$ cat config.mk
export PLATFORM = sky130hd
export DESIGN_NAME = pc_btb
export DESIGN_NICKNAME = d
export VERILOG_FILES = /design/src/rtl/riscv_pkg.sv /design/src/rtl/btb_table.sv /design/src/rtl/pc_btb.sv
export SDC_FILE = /design/constraint.sdc
export NUM_CORES = 2
export LEC_CHECK = 0
export BUFFER_PORTS_ARGS = -buffer_cell sky130_fd_sc_hd__buf_2
export CORE_MARGIN = 2
export CORE_UTILIZATION = 60
export CTS_CLUSTER_SIZE = 12
export DETAILED_ROUTE_END_ITERATION = 8
export PLACE_DENSITY_LB_ADDON = 0.12
export SETUP_SLACK_MARGIN = 0.5
export SYNTH_ARGS = -nofsm -noshare
export SYNTH_HDL_FRONTEND = slang
export SYNTH_SLANG_ARGS = --single-unit
$ cat constraint.sdc
create_clock -name clk -period 8.6 [get_ports clk]
set_input_delay 1.72 -clock clk [delete_from_list [all_inputs] [get_ports clk]]
set_output_delay 1.72 -clock clk [all_outputs]
set_load 0.01 [all_outputs]
$ cat src/rtl/riscv_pkg.sv
// Shared branch-prediction types: 2-bit counter states, BTB entry layout and
// the saturating counter step used by the BTB update path.
package riscv_pkg;

  // Widest address the BTB entry fields can hold; pc_btb WIDTH must not exceed it.
  localparam int XLEN = 32;

  // Two-bit direction counter states; bit 1 set means "predict taken".
  localparam logic [1:0] CTR_SNT = 2'b00;  // strongly not taken
  localparam logic [1:0] CTR_WNT = 2'b01;  // weakly not taken (reset state)
  localparam logic [1:0] CTR_WT  = 2'b10;  // weakly taken (allocation state)
  localparam logic [1:0] CTR_ST  = 2'b11;  // strongly taken

  // One BTB entry; tag is zero-extended, target is stored word-aligned.
  typedef struct packed {
    logic            valid;
    logic [XLEN-1:0] tag;
    logic [XLEN-1:0] target;
    logic [1:0]      ctr;
  } btb_entry_t;

  // Saturating increment on taken, saturating decrement on not taken.
  function automatic logic [1:0] ctr_next(input logic [1:0] c, input logic taken);
    if (taken) begin
      return (c == CTR_ST) ? CTR_ST : c + 2'b01;
    end
    return (c == CTR_SNT) ? CTR_SNT : c - 2'b01;
  endfunction

endpackage

$ cat src/rtl/btb_table.sv
// Direct-mapped branch target buffer held in flops. One combinational lookup
// port for fetch and one update port for the branch resolving in Execute.
// Updates commit on the rising edge, so a lookup in the same cycle sees the
// old contents.
module btb_table
  import riscv_pkg::*;
#(
  parameter int WIDTH   = 32,
  parameter int ENTRIES = 16
) (
  input  logic             clk,
  input  logic             rst_n,
  input  logic [WIDTH-3:0] lk_word,
  output logic             lk_taken,
  output logic [WIDTH-1:0] lk_target,
  input  logic             upd_en,
  input  logic             upd_taken,
  input  logic [WIDTH-3:0] upd_word,
  input  logic [WIDTH-1:0] upd_target
);

  localparam int IDX = $clog2(ENTRIES);

  // Word addresses: low IDX bits select the entry, the rest form the tag.
  logic [IDX-1:0]  lk_idx;
  logic [XLEN-1:0] lk_tag;
  logic [IDX-1:0]  upd_idx;
  logic [XLEN-1:0] upd_tag;
  logic            upd_hit;
  btb_entry_t      lk_entry;
  btb_entry_t      upd_entry;

  btb_entry_t entries_q [ENTRIES];
  btb_entry_t entries_d [ENTRIES];

  assign lk_idx    = lk_word[IDX-1:0];
  assign lk_tag    = XLEN'(lk_word[WIDTH-3:IDX]);
  assign upd_idx   = upd_word[IDX-1:0];
  assign upd_tag   = XLEN'(upd_word[WIDTH-3:IDX]);
  assign lk_entry  = entries_q[lk_idx];
  assign upd_entry = entries_q[upd_idx];
  assign upd_hit   = upd_entry.valid && (upd_entry.tag == upd_tag);

  // Fetch lookup: predict taken only on a valid tag match with counter bit 1 set.
  always_comb begin
    lk_taken  = lk_entry.valid && (lk_entry.tag == lk_tag) && lk_entry.ctr[1];
    lk_target = lk_entry.target[WIDTH-1:0];
  end

  // Next table contents: train on a hit, allocate on a taken miss, else keep.
  always_comb begin
    entries_d = entries_q;
    if (upd_en) begin
      if (upd_hit) begin
        entries_d[upd_idx].ctr = ctr_next(upd_entry.ctr, upd_taken);
        if (upd_taken) begin
          entries_d[upd_idx].target = XLEN'(upd_target);
        end
      end else if (upd_taken) begin
        entries_d[upd_idx] = '{valid: 1'b1, tag: upd_tag,
                               target: XLEN'(upd_target), ctr: CTR_WT};
      end
    end
  end

  // Table storage; reset invalidates every entry and parks counters at weakly-not-taken.
  always_ff @(posedge clk or negedge rst_n) begin
    if (!rst_n) begin
      for (int i = 0; i < ENTRIES; i++) begin
        entries_q[i] <= '{valid: 1'b0, tag: '0, target: '0, ctr: CTR_WNT};
      end
    end else begin
      entries_q <= entries_d;
    end
  end

endmodule

$ cat src/rtl/pc_btb.sv
// Fetch PC register with BTB-based next-PC prediction. A mispredicted branch
// resolving in Execute redirects fetch (even through a stall) and trains the BTB.
module pc_btb
  import riscv_pkg::*;
#(
  parameter int               WIDTH        = 32,
  parameter int               ENTRIES      = 16,
  parameter logic [WIDTH-1:0] RESET_VECTOR = '0
) (
  input  logic             clk,
  input  logic             rst_n,
  input  logic             en,
  input  logic             BranchE,
  input  logic             TakenE,
  input  logic [WIDTH-1:0] PCE,
  input  logic [WIDTH-1:0] TargetE,
  input  logic             PredTakenE,
  input  logic [WIDTH-1:0] PredTargetE,
  output logic [WIDTH-1:0] PCF,
  output logic [WIDTH-1:0] PCPlus4F,
  output logic             PredTakenF,
  output logic [WIDTH-1:0] PredTargetF,
  output logic             MispredictE
);

  logic [WIDTH-1:0] pc_q;
  logic [WIDTH-1:0] pc_d;
  logic [WIDTH-1:0] tbl_target;
  logic [WIDTH-1:0] target_aligned;
  logic [WIDTH-1:0] redirect_pc;

  assign PCF            = pc_q;
  assign PCPlus4F       = pc_q + WIDTH'(4);
  assign target_aligned = {TargetE[WIDTH-1:2], 2'b00};
  assign PredTargetF    = PredTakenF ? tbl_target : PCPlus4F;

  // Wrong direction, or right "taken" with the wrong target, forces a redirect.
  assign MispredictE = BranchE & ((TakenE != PredTakenE) |
                                  (TakenE & PredTakenE & (TargetE != PredTargetE)));
  assign redirect_pc = TakenE ? target_aligned : PCE + WIDTH'(4);

  btb_table #(
    .WIDTH   (WIDTH),
    .ENTRIES (ENTRIES)
  ) u_btb (
    .clk        (clk),
    .rst_n      (rst_n),
    .lk_word    (pc_q[WIDTH-1:2]),
    .lk_taken   (PredTakenF),
    .lk_target  (tbl_target),
    .upd_en     (BranchE),
    .upd_taken  (TakenE),
    .upd_word   (PCE[WIDTH-1:2]),
    .upd_target (target_aligned)
  );

  // Next-PC select: redirect beats stall, stall beats prediction.
  always_comb begin
    pc_d = PCPlus4F;
    if (MispredictE) begin
      pc_d = redirect_pc;
    end else if (!en) begin
      pc_d = pc_q;
    end else if (PredTakenF) begin
      pc_d = tbl_target;
    end
  end

  // Fetch PC register.
  always_ff @(posedge clk or negedge rst_n) begin
    if (!rst_n) begin
      pc_q <= RESET_VECTOR;
    end else begin
      pc_q <= pc_d;
    end
  end

endmodule

==> results.md <==
* Status: finished, final reports clean
* Antenna Nets Post-Route at 0
* Synthesized area at 53300 um2
* Power density over the cells at 263 nW/um2
* Area Overhead vs Synth at 10.3%
* CTS tree: done
* RSZ-0062 raised after global routing: no
* Starting DRT DRC Count at 4893
* Post-layout util at 66.6%
* Worst endpoint required time at between 6 and 7 ns
* Vias in the first global route at 38200
* Max-Cap Viols at 0
* Via Count at 39100
* Clk slew on worst S/H paths at ~0.06 ns
* Initial antenna violation count at 13
* Hold buffer count at CTS at 0
* Worst-path cell chain: buf_4 -> nand2_1 -> a221oi_1 -> o21a_1 -> a211oi_1 -> a2111oi_0 -> and4_1 -> nand4_1 -> clkinv_1 -> nor2_1 -> nor2_1 -> buf_2
* Ys async rst share at between 90% and 100%
* GRT Total Usage at between 30% and 40%
* Worst setup path class: flip-flop to output pin
* Hold Vio Cnt, Final at 0
* PnR worst setup slack at ~0.42 ns
* Syn Area/Cell at around 12 um2
* Rows at 109
* Final worst path period need at ~8.2 ns
* Worst-Skew Late Latency at 0.71 ns
* Number of remaining DRC errors at 0
* Critical Path AT at 6.46 ns
* Placer congestion estimate at between 0.9 and 1
* Max VDD drop at 215 uV
* Worst slack at placement at 1.16 ns
* Worst hold path type: flip-flop to flip-flop
* Initial cell density of the core at between 60% and 70%
* DRT Wirelength at around 180000 um
* Hpwl dp at 109000 um
* #FFs+latches synth at just over 1000
* Pre-Repair DR Iteration Count at 8
* Placed instance area at 55200 um2
* Worst-path maximum fanout at 40
* Sequential area share after synthesis at 47.4%
* First-pass GRT wire length at 259000 um
* Top cell by count, worst path: nor2_1
* Synthesized net count at 4556
* Main flop type after synthesis: dfrtp_1
* Leak at about 27 nW
* Ys Warns at 0
* Die X at 302 um
* Final period util at 95.2%
* I/O Buffers at approximately 200
* GR Overflow Total at 0
* Max Fclk at 0.122 GHz
* Worst Setup End Kind: output pin
* Sequential cell area at 25300 um2
* Die area at 91200 um2
* Setup TNS Final at 0 ns
* Io pins at 200
* Fraction of layout instances using a drive strength above 1 at between 20% and 30%
* CP max-delay cell: dfrtp_4
* Multi-input logic area at 26400 um2
* Design Area, Final at slightly below 60000 um2
* Die Y at 302 um
* Routed len/inst at about 31 um
* Post-synthesis cell count at 4447
* Slew Limit Fails at 0
* Worst Tran Pin Value at 1.32 ns
* Post-synth EDFFs at 0
* Slew headroom at 12.1%
* Final std cells w/o fill at 5719
* TritonCTS sink count at 1008
* Placed Cells at 5511
* CTS max path bufs at 3
* Nets@finish at 4568
* CP startpoint kind: flip-flop
* Htree depth at 3
* Vias per std cell at 6.83
* # setup viols final at 0
* Skew final at 0.0325 ns
* Total CTS buffers at 108
* Root Driver: clkbuf_16
* Largest net degree at the start of global routing at between 150 and 200
* Crit-path max cell delay at 0.89 ns
* Fill count at 6685
* Distinct cell type count of the synthesized netlist at 76
* CORE AREA at around 88000 um2
logic make-up after synthesis:
group                      after synthesis  share of synthesized area, %
muxes                                 1241                          31.2
and+or+nand+nor                       1215                          10.2
DFF                                   1008                          47.4
buffers and inverters                  446                          3.53
adders and majority gates                8                         0.183
xor gates and xnor gates               126                          2.07
AOI/OAI and AO/OA                      403                          5.49
area by class of cell:
class	instances	area share (%)
sequential	1008	43.0
timing repair buffer	314	3.38
multi-input combinational	2994	44.9
tap	1165	2.48
clock inverter	29	0.447
inverter	33	0.215
clock buffer	166	5.54
antenna	10	0.0426
cell usage in the layout, fill, tap and decap left out, types with 19 or more instances in the layout:
| master | n |
|---|---|
| clkbuf_16 | 110 |
| mux2_1 | 190 |
| nand2_1 | 741 |
| clkbuf_8 | 30 |
| clkbuf_1 | 27 |
| dfrtp_1 | 988 |
| mux2i_1 | 267 |
| clkinv_2 | 20 |
| xnor2_1 | 63 |
| nor3b_1 | 28 |
| a22oi_1 | 65 |
| xor2_1 | 63 |
| buf_4 | 108 |
| mux4_2 | 263 |
| inv_1 | 27 |
| o211ai_1 | 27 |
| nor4_1 | 20 |
| nor2_4 | 22 |
| and2_1 | 32 |
| or2_2 | 19 |
| o21ai_0 | 38 |
| a221oi_1 | 77 |
| mux2_2 | 521 |
| o31ai_1 | 34 |
| buf_2 | 196 |
| nor3_1 | 59 |
| nor2b_1 | 35 |
| nor2_1 | 112 |
| a21oi_1 | 67 |
| nand4_1 | 22 |
| nand3_1 | 45 |
worst max-delay path: cells and delay by family (launching register included):
family / cells / cell delay (ns)
buf+inv: 3 / 1.36
flops: 1 / 0.89
simple gates: 5 / 2.00
compound gates: 4 / 1.47
report_power, final:
part	leakage (nW)	internal, mW	switching (mW)
Sequential	12.9	5.61	0.753
Combinational	11.9	2.06	2.40
Clock	1.74	2.68	1.98
state kept, by name, summed over array words and instances, names as in the netlist:
| name | flops |
|---|---|
| u_btb.entries_q | 976 |
| PCF | 32 |
metal layers:
layer,up-vias,track usage [%],part of all wire [%]
met1,20100,54.4,40
met3,508,10.7,11
li1,16100,-,-
met2,2310,58.4,44
met4,4,16.3,4.8
met5,-,0,0.012
synth_stat cells (7+ instances only):
library cell	instances	area, um2
ha_1	7	87.6
nor3_1	59	295
a22o_1	7	61.3
nor2b_1	38	238
or2_2	19	119
buf_4	26	195
mux2_2	521	5870
xnor2_1	63	552
nor3b_1	28	210
and2_1	33	206
nand4_1	22	138
a211oi_1	7	52.6
nand2_1	749	2810
nor4_1	20	125
nor2_2	9	56.3
mux2_1	190	2140
o31ai_1	34	255
buf_1	26	97.6
a221oi_1	77	674
nor2_1	126	473
inv_1	28	105
a31oi_1	11	68.8
a21oi_1	67	335
mux4_2	263	5920
xor2_1	63	552
nand2b_1	7	43.8
dfstp_2	16	420
o22ai_1	11	68.8
o211ai_1	27	203
mux2i_1	267	2670
and3_1	17	106
buf_2	53	265
nand3_1	45	225
dfrtp_1	992	24800
a22oi_1	65	488
and4_1	8	70.1
clkbuf_1	302	1130
o21ai_0	38	190
stage by stage:
step | hold WS, ns | power (mW)
final | 0.468 | 15.5
after global routing | 0.487 | 16.0
after CTS | 0.471 | 15.4
after detailed placement | 0.458 | 10.7
after global placement | 0.454 | 10.6
after floorplan | 0.441 | 9.22
path summary, 6_finish.rpt:
path                                      start                    to  slack [ns]  cells past startpoint
hold reg to reg            u_btb.entries_q[343]  u_btb.entries_q[343]        0.47                      2
setup reg to reg                         PCF[5]               PCF[21]        2.54                     12
setup / recovery                         PCF[5]       PredTargetF[11]        0.42                     12
min in group asynchronous                 rst_n  u_btb.entries_q[513]        1.00                      1
hold / removal             u_btb.entries_q[343]  u_btb.entries_q[343]        0.47                      2
max in group asynchronous                 rst_n  u_btb.entries_q[276]        5.64                      3
repair_timing:
item | in CTS | in global routing
pin swaps | 0 | 1
setup endpoints to repair | 22 | 22
gates resized for setup | 1 | 1
gates cloned | 0 | 1
buffers inserted | 0 | 2
No activity file was read; power rests on OpenSTA's default activity.
